<file path="src/rtl/iob_bus_arbiter.sv">
// iob_bus_arbiter: two-master round-robin arbiter onto one shared IOb slave port.
// At most one slave transaction is outstanding. An optional watchdog completes a
// stalled transfer toward its master with zero read data and sets a sticky flag.
//
// Ports:
//   clk, rst_n                    clock, synchronous active-low reset
//   m0_* (valid/addr/wdata/wstrb) master 0 (CPU data bus) request
//   m0_rdata, m0_ready            master 0 response (pass-through of the slave)
//   m1_* (valid/addr/wdata/wstrb) master 1 (CPU instruction bus) request
//   m1_rdata, m1_ready            master 1 response
//   s_valid/addr/wdata/wstrb      shared slave request (from latched payload)
//   s_rdata, s_ready              shared slave response
//   timeout_err                   sticky watchdog flag, cleared only by reset
module iob_bus_arbiter #(
  parameter int unsigned ADDR_W  = 32,
  parameter int unsigned DATA_W  = 32,
  parameter int unsigned TIMEOUT = 0
) (
  input  logic                clk,
  input  logic                rst_n,
  input  logic                m0_valid,
  input  logic [ADDR_W-1:0]   m0_addr,
  input  logic [DATA_W-1:0]   m0_wdata,
  input  logic [DATA_W/8-1:0] m0_wstrb,
  output logic [DATA_W-1:0]   m0_rdata,
  output logic                m0_ready,
  input  logic                m1_valid,
  input  logic [ADDR_W-1:0]   m1_addr,
  input  logic [DATA_W-1:0]   m1_wdata,
  input  logic [DATA_W/8-1:0] m1_wstrb,
  output logic [DATA_W-1:0]   m1_rdata,
  output logic                m1_ready,
  output logic                s_valid,
  output logic [ADDR_W-1:0]   s_addr,
  output logic [DATA_W-1:0]   s_wdata,
  output logic [DATA_W/8-1:0] s_wstrb,
  input  logic [DATA_W-1:0]   s_rdata,
  input  logic                s_ready,
  output logic                timeout_err
);

  localparam int unsigned STRB_W = DATA_W / 8;
  // Counter only has to reach TIMEOUT-1.
  localparam int unsigned CNT_W  = (TIMEOUT > 1) ? $clog2(TIMEOUT) : 1;

  typedef enum logic {
    IDLE = 1'b0,
    BUSY = 1'b1
  } state_t;

  state_t              state_q, state_nxt;
  logic                last_q, last_nxt;   // index of the last completed grant
  logic                gnt_q, gnt_nxt;     // index of the master being serviced
  logic [ADDR_W-1:0]   addr_q, addr_nxt;
  logic [DATA_W-1:0]   wdata_q, wdata_nxt;
  logic [STRB_W-1:0]   wstrb_q, wstrb_nxt;
  logic [CNT_W-1:0]    cnt_q, cnt_nxt;
  logic                terr_q, terr_nxt;
  logic                sel_c;
  logic                expire_c;
  logic                done_c;

  // State and payload registers
  always_ff @(posedge clk) begin
    if (!rst_n) begin
      state_q <= IDLE;
      last_q  <= 1'b1;
      gnt_q   <= 1'b0;
      addr_q  <= '0;
      wdata_q <= '0;
      wstrb_q <= '0;
      cnt_q   <= '0;
      terr_q  <= 1'b0;
    end else begin
      state_q <= state_nxt;
      last_q  <= last_nxt;
      gnt_q   <= gnt_nxt;
      addr_q  <= addr_nxt;
      wdata_q <= wdata_nxt;
      wstrb_q <= wstrb_nxt;
      cnt_q   <= cnt_nxt;
      terr_q  <= terr_nxt;
    end
  end

  // Arbitration, next-state and watchdog
  always_comb begin
    state_nxt = state_q;
    last_nxt  = last_q;
    gnt_nxt   = gnt_q;
    addr_nxt  = addr_q;
    wdata_nxt = wdata_q;
    wstrb_nxt = wstrb_q;
    cnt_nxt   = cnt_q;
    terr_nxt  = terr_q;
    sel_c     = 1'b0;
    expire_c  = 1'b0;
    done_c    = 1'b0;

    case (state_q)
      IDLE: begin
        // m1 wins if it is alone, or on a tie when m0 was granted last.
        sel_c = m1_valid && (!m0_valid || !last_q);
        if (m0_valid || m1_valid) begin
          gnt_nxt   = sel_c;
          addr_nxt  = sel_c ? m1_addr  : m0_addr;
          wdata_nxt = sel_c ? m1_wdata : m0_wdata;
          wstrb_nxt = sel_c ? m1_wstrb : m0_wstrb;
          cnt_nxt   = '0;
          state_nxt = BUSY;
        end
      end
      BUSY: begin
        // A real response in the expiry cycle takes precedence over the watchdog.
        expire_c = (TIMEOUT != 0) && !s_ready && (cnt_q == CNT_W'(TIMEOUT - 1));
        done_c   = s_ready || expire_c;
        if (done_c) begin
          state_nxt = IDLE;
          last_nxt  = gnt_q;
          if (expire_c) begin
            terr_nxt = 1'b1;
          end
        end else begin
          cnt_nxt = cnt_q + CNT_W'(1);
        end
      end
      default: begin
        state_nxt = IDLE;
      end
    endcase
  end

  // Slave request comes straight from the latched registers.
  assign s_valid     = (state_q == BUSY);
  assign s_addr      = addr_q;
  assign s_wdata     = wdata_q;
  assign s_wstrb     = wstrb_q;
  assign timeout_err = terr_q;

  // Response is routed to the granted master only; a watchdog completion returns zero.
  assign m0_ready = done_c && !gnt_q;
  assign m1_ready = done_c && gnt_q;
  assign m0_rdata = (m0_ready && s_ready) ? s_rdata : '0;
  assign m1_rdata = (m1_ready && s_ready) ? s_rdata : '0;

endmodule

</file>
<file path="config.mk">
export PLATFORM = sky130hd
export DESIGN_NAME = iob_bus_arbiter
export DESIGN_NICKNAME = d
export VERILOG_FILES = /design/src/rtl/iob_bus_arbiter.sv
export SDC_FILE = /design/constraint.sdc
export NUM_CORES = 1
export LEC_CHECK = 0
export BUFFER_PORTS_ARGS = -buffer_cell sky130_fd_sc_hd__buf_2
export CELL_PAD_IN_SITES_DETAIL_PLACEMENT = 0
export CELL_PAD_IN_SITES_GLOBAL_PLACEMENT = 1
export CORE_MARGIN = 2
export CORE_UTILIZATION = 22
export DETAILED_ROUTE_END_ITERATION = 10
export GPL_TIMING_DRIVEN = 0
export PLACE_DENSITY_LB_ADDON = 0.1
export SLEW_MARGIN = 20
export SYNTH_ARGS = -nofsm -noshare
export SYNTH_HDL_FRONTEND = slang
export SYNTH_SLANG_ARGS = --single-unit
</file>
<file path="constraint.sdc">
create_clock -name clk -period 1.2 [get_ports clk]
set_clock_uncertainty 0.15 [all_clocks]
set_input_delay 0.18 -clock clk [delete_from_list [all_inputs] [get_ports clk]]
set_output_delay 0.18 -clock clk [all_outputs]
set_load 0.01 [all_outputs]
</file>
After elaboration in Yosys (flattened, before gate mapping):

Cells that the tools add are included.
Widths: inputs -> output; s select.

* multiplexer cells: 9
* bitwise operators: 1
* reduce and logical (&&, ||, !) cells: 12

Operators by type and width (count)
* $mux 32: 4
* $logic_and 1x1->1: 5
* $mux 4: 1
* $reduce_and 2->1: 2
* $logic_not 1->1: 3
* $mux 1: 3
* $logic_or 1x1->1: 2
* $pmux 1 s2: 1
* $not 1->1: 1

* register bits: 71
* bits of input ports: 173
* output and inout port bits: 136
* word-level logic and storage cells: 28

Depth between registers and ports, before layout:

* depth after elaboration: 4
* depth in mapped cells: 6
* gate-level depth less buffers: 3

Least setup slack after synthesis:

No wires, ideal clock.

* path kind: register to output
* from: register state_q (netlist: s_valid)
* to: output m1_rdata[22]
* arrival time: 1.125 ns
* slack: -0.255 ns
* stages on the path, launching flop included: 5
* buffers on the path: 2
* cells stage by stage: dfxtp_1 and3_1 clkbuf_1 buf_2 and2_1

* word-level cells in the longest chain between the ends: 4

Ends and longest elaborated chain
* start: declaration: line 51 `state_t state_q, state_nxt;`
* start signal: assignment: line 75 `state_q <= state_nxt;`
* $mux 1: line 100 `case (state_q)`
* $logic_and 1x1->1: line 142 `assign m1_ready = done_c && gnt_q;`
* named net m1_ready: line 32 `output logic m1_ready,`
* $logic_and 1x1->1: line 144 `assign m1_rdata = (m1_ready && s_ready) ? s_rdata : '0;`
* $mux 32: line 144
* end: declaration: line 31 `output logic [DATA_W-1:0] m1_rdata,`

The timed path passes the listed nets, and every way through them passes these cells.

Final worst setup path:

* from: register state_q (netlist: s_valid)
* to: output m0_rdata[8]

* word-level cells in the longest chain between the ends: 4

Ends and longest elaborated chain
* $mux 1: line 100
* $logic_and 1x1->1: line 141 `assign m0_ready = done_c && !gnt_q;`
* $logic_and 1x1->1: line 143 `assign m0_rdata = (m0_ready && s_ready) ? s_rdata : '0;`
* $mux 32: line 143
* end: declaration: line 25 `output logic [DATA_W-1:0] m0_rdata,`

Every way passes these cells.

==> key figures <==
Run status
  • Status: finished with violations
  • Failing checks: setup timing

Power and ir drop
  • Final total power: 8530 uW
  • Power Density: 977 nW/um^2
  • Peak supply drop: 0.000751 V
  • Lkg Pwr: 0.00419 uW

Finish
  • Non-Filler Instances: 1177
  • Layout area overhead: 151%
  • Layout cell share with drive strength beyond 1: 54.1%
  • Commonest non-fill, non-tap cell in the layout: buf_2
  • Area occupied by multi-input gates: 2170 sq um
  • Filler cells: 1386
  • FF+latch area: 1450 sq um
  • Nets@finish: 1134
  • Most frequent cells in the layout: buf_2 (248), nand2_1 (137), dlygate4sd3_1 (137)

Die
  • Core Area: 15300 sq um
  • Row Count: 45
  • Die W: 130 microns
  • DIE AREA: 16800 sq um
  • Die height: 130 microns
  • Initial Util: 22.7%
  • Num ports: 309

Yosys
  • Synth Instances: 465
  • Avg Inst Size Synth: 7.47 sq um
  • Seq/Total Area, Yosys: 40.9%
  • Distinct cells, synth: 21
  • YS warnings: 0
  • Synthesis-stage register bit count: 71
  • Synthesized net count: 638
  • Synth Cell Area: 3480 sq um

Placement
  • Placer congestion estimate: 0.798
  • Hpwl dp: 12200 microns
  • Placed cells: 983
  • Port Buffers: 307

Setup path
  • Worst path cell trace: nand2_4 > nor2_4 > buf_12 > clkbuf_8 > and2_4 > buf_6
  • Data required time at the worst endpoint: 870 ps
  • CP Launch Type: flip-flop
  • Arrival time of the worst setup path: 1360 ps
  • CP Max Fanout: 6
  • Setup CP Type: reg2out
  • Max incr delay on CP: 370 ps
  • Reg2Reg Setup Slack: -380 ps
  • CP Capture Type: output pin
  • CP max-delay cell: dfxtp_4
  • CP bufs+invs: 3
  • Delay-heaviest family, CP: flip-flops

Timing
  • F_max: 591 MHz
  • Final min period: 1690 ps
  • Tcrit/Tclk final: 141%
  • RSZ-0062 raised after global routing: yes
  • Pins Over Slew Limit: 0
  • Final-report setup violation count: 137
  • Worst-Margin Slew: 727 ps
  • Hold Vio Cnt, Final: 0
  • Setup TNS Final: -52500 ps
  • Slew headroom: 51.5%
  • Final worst slack: -491 ps

Clock network
  • Max clock buf depth: 2
  • Clk Latency, worst-skew pair: 330 ps
  • CTS clk-pin slew, worst paths: 50 ps
  • Root Buffer: clkbuf_16
  • CTS sink cnt: 71
  • H-tree Lvls: 3
  • TritonCTS clock tree: done
  • Num CTS Buffers: 9

Routing
  • Drt pass-1 iters: 5
  • Total Wirelength: 18900 microns
  • Routed len/inst: 16.1 microns
  • DR iter-0 viols: 166
  • DRT antenna net count: 0
  • DRC Markers: 0
  • Drt via density: 4.48
  • Via count: 5272

Flow run
  • # Max-Cap Violations: 0

GRT
  • GRT overflow: 0
  • Pin count of the biggest net entering global routing: 12
  • First-pass GRT wire length: 28100 microns
  • Global-route usage over all layers: 21.4%
  • Initial antenna violation count: 1
  • Vias in the first global route: 5481

Worst hold path
  • Worst min path class: in2reg
[layout make-up]
type / count / share of cell area, %
plain buffers: 41 / 4.92
flip-flops and latches: 71 / 16.6
diodes: 1 / 0.0287
repair buffers: 489 / 47.0
well taps: 211 / 3.02
clock buffers: 11 / 2.78
inverters: 1 / 0.0430
multi-input cells: 348 / 24.8
clock inverters: 4 / 0.803
[flip-flops by register name, indices dropped and copies added (netlist names)]
| name | flops |
|---|---|
| gnt_q | 1 |
| last_q | 1 |
| s_addr | 32 |
| s_valid | 1 |
| s_wdata | 32 |
| s_wstrb | 4 |
[power by group]
group	leakage (uW)	internal (uW)	switching, uW
logic	0.00344	1640	1220
registers	0.000595	2610	156
clock network	0.000155	1860	1050
total	0.00419	6110	2420
[stage by stage]
stage	instance area, sq um	setup WS (ps)	hold WS (ps)	util, %
finish	8730	-491	32.8	57.0
global route	8730	-556	25.8	57.0
CTS	8320	-509	17.5	54.3
global placement	5510	-312	288	35.9
floorplan	3700	-78.3	168	-
detailed placement	5510	-326	291	35.9
[metal layers]
metal	part of all wire, %	vias to the layer above	track usage, %
li1	-	2584	-
met1	40	2464	24.7
met2	52	207	39.3
met3	6.3	17	5.08
met4	1.6	0	6.14
met5	0	-	0
[worst register-to-register path, delay by kind of cell (launching register included)]
family	cells	cell delay, ps
compound gates	3	490
buf+inv	4	510
flops	1	360
[worst paths after layout]
path / to / depth (start not counted) / startpoint
hold / removal: s_valid$_SDFF_PN0_ / 2 / m0_valid
hold reg to reg: s_addr[30]$_SDFFE_PN0P_ / 2 / s_addr[30]$_SDFFE_PN0P_
setup reg to reg: s_wdata[16]$_SDFFE_PN0P_ / 7 / s_valid$_SDFF_PN0_
setup / recovery: m0_rdata[8] / 6 / s_valid$_SDFF_PN0_
[cells by family after synthesis]
family / share of synthesized area (%)
AND/OR/NAND/NOR: 27.0
flip-flops: 40.9
buffers and inverters: 8.50
other: 0.108
AO/OA/AOI/OAI: 23.5
[cell usage after synthesis, drive strengths merged]
library cell / n / area (sq um)
a21bo: 1 / 10.0
a21boi: 1 / 11.3
a21oi: 1 / 5.00
a31oi: 68 / 425
and2: 65 / 407
and3: 1 / 6.26
buf: 33 / 244
clkbuf: 12 / 47.6
conb: 1 / 3.75
dfxtp: 71 / 1420
inv: 1 / 3.75
nand2: 138 / 518
nor2: 1 / 6.26
o21ai: 68 / 340
o21ba: 1 / 10.0
o22ai: 1 / 6.26
o311a: 1 / 10.0
[repair_timing]
item | CTS | global route
buffers inserted | 25 | 6
pin swaps | 25 | 5
setup endpoints to repair | 138 | 143
gates cloned | 15 | 3
hold buffers | 137 | 0
endpoints found under the hold margin | 69 | 0
gates resized for setup | 114 | 93
(Power assumes the default switching activity.)
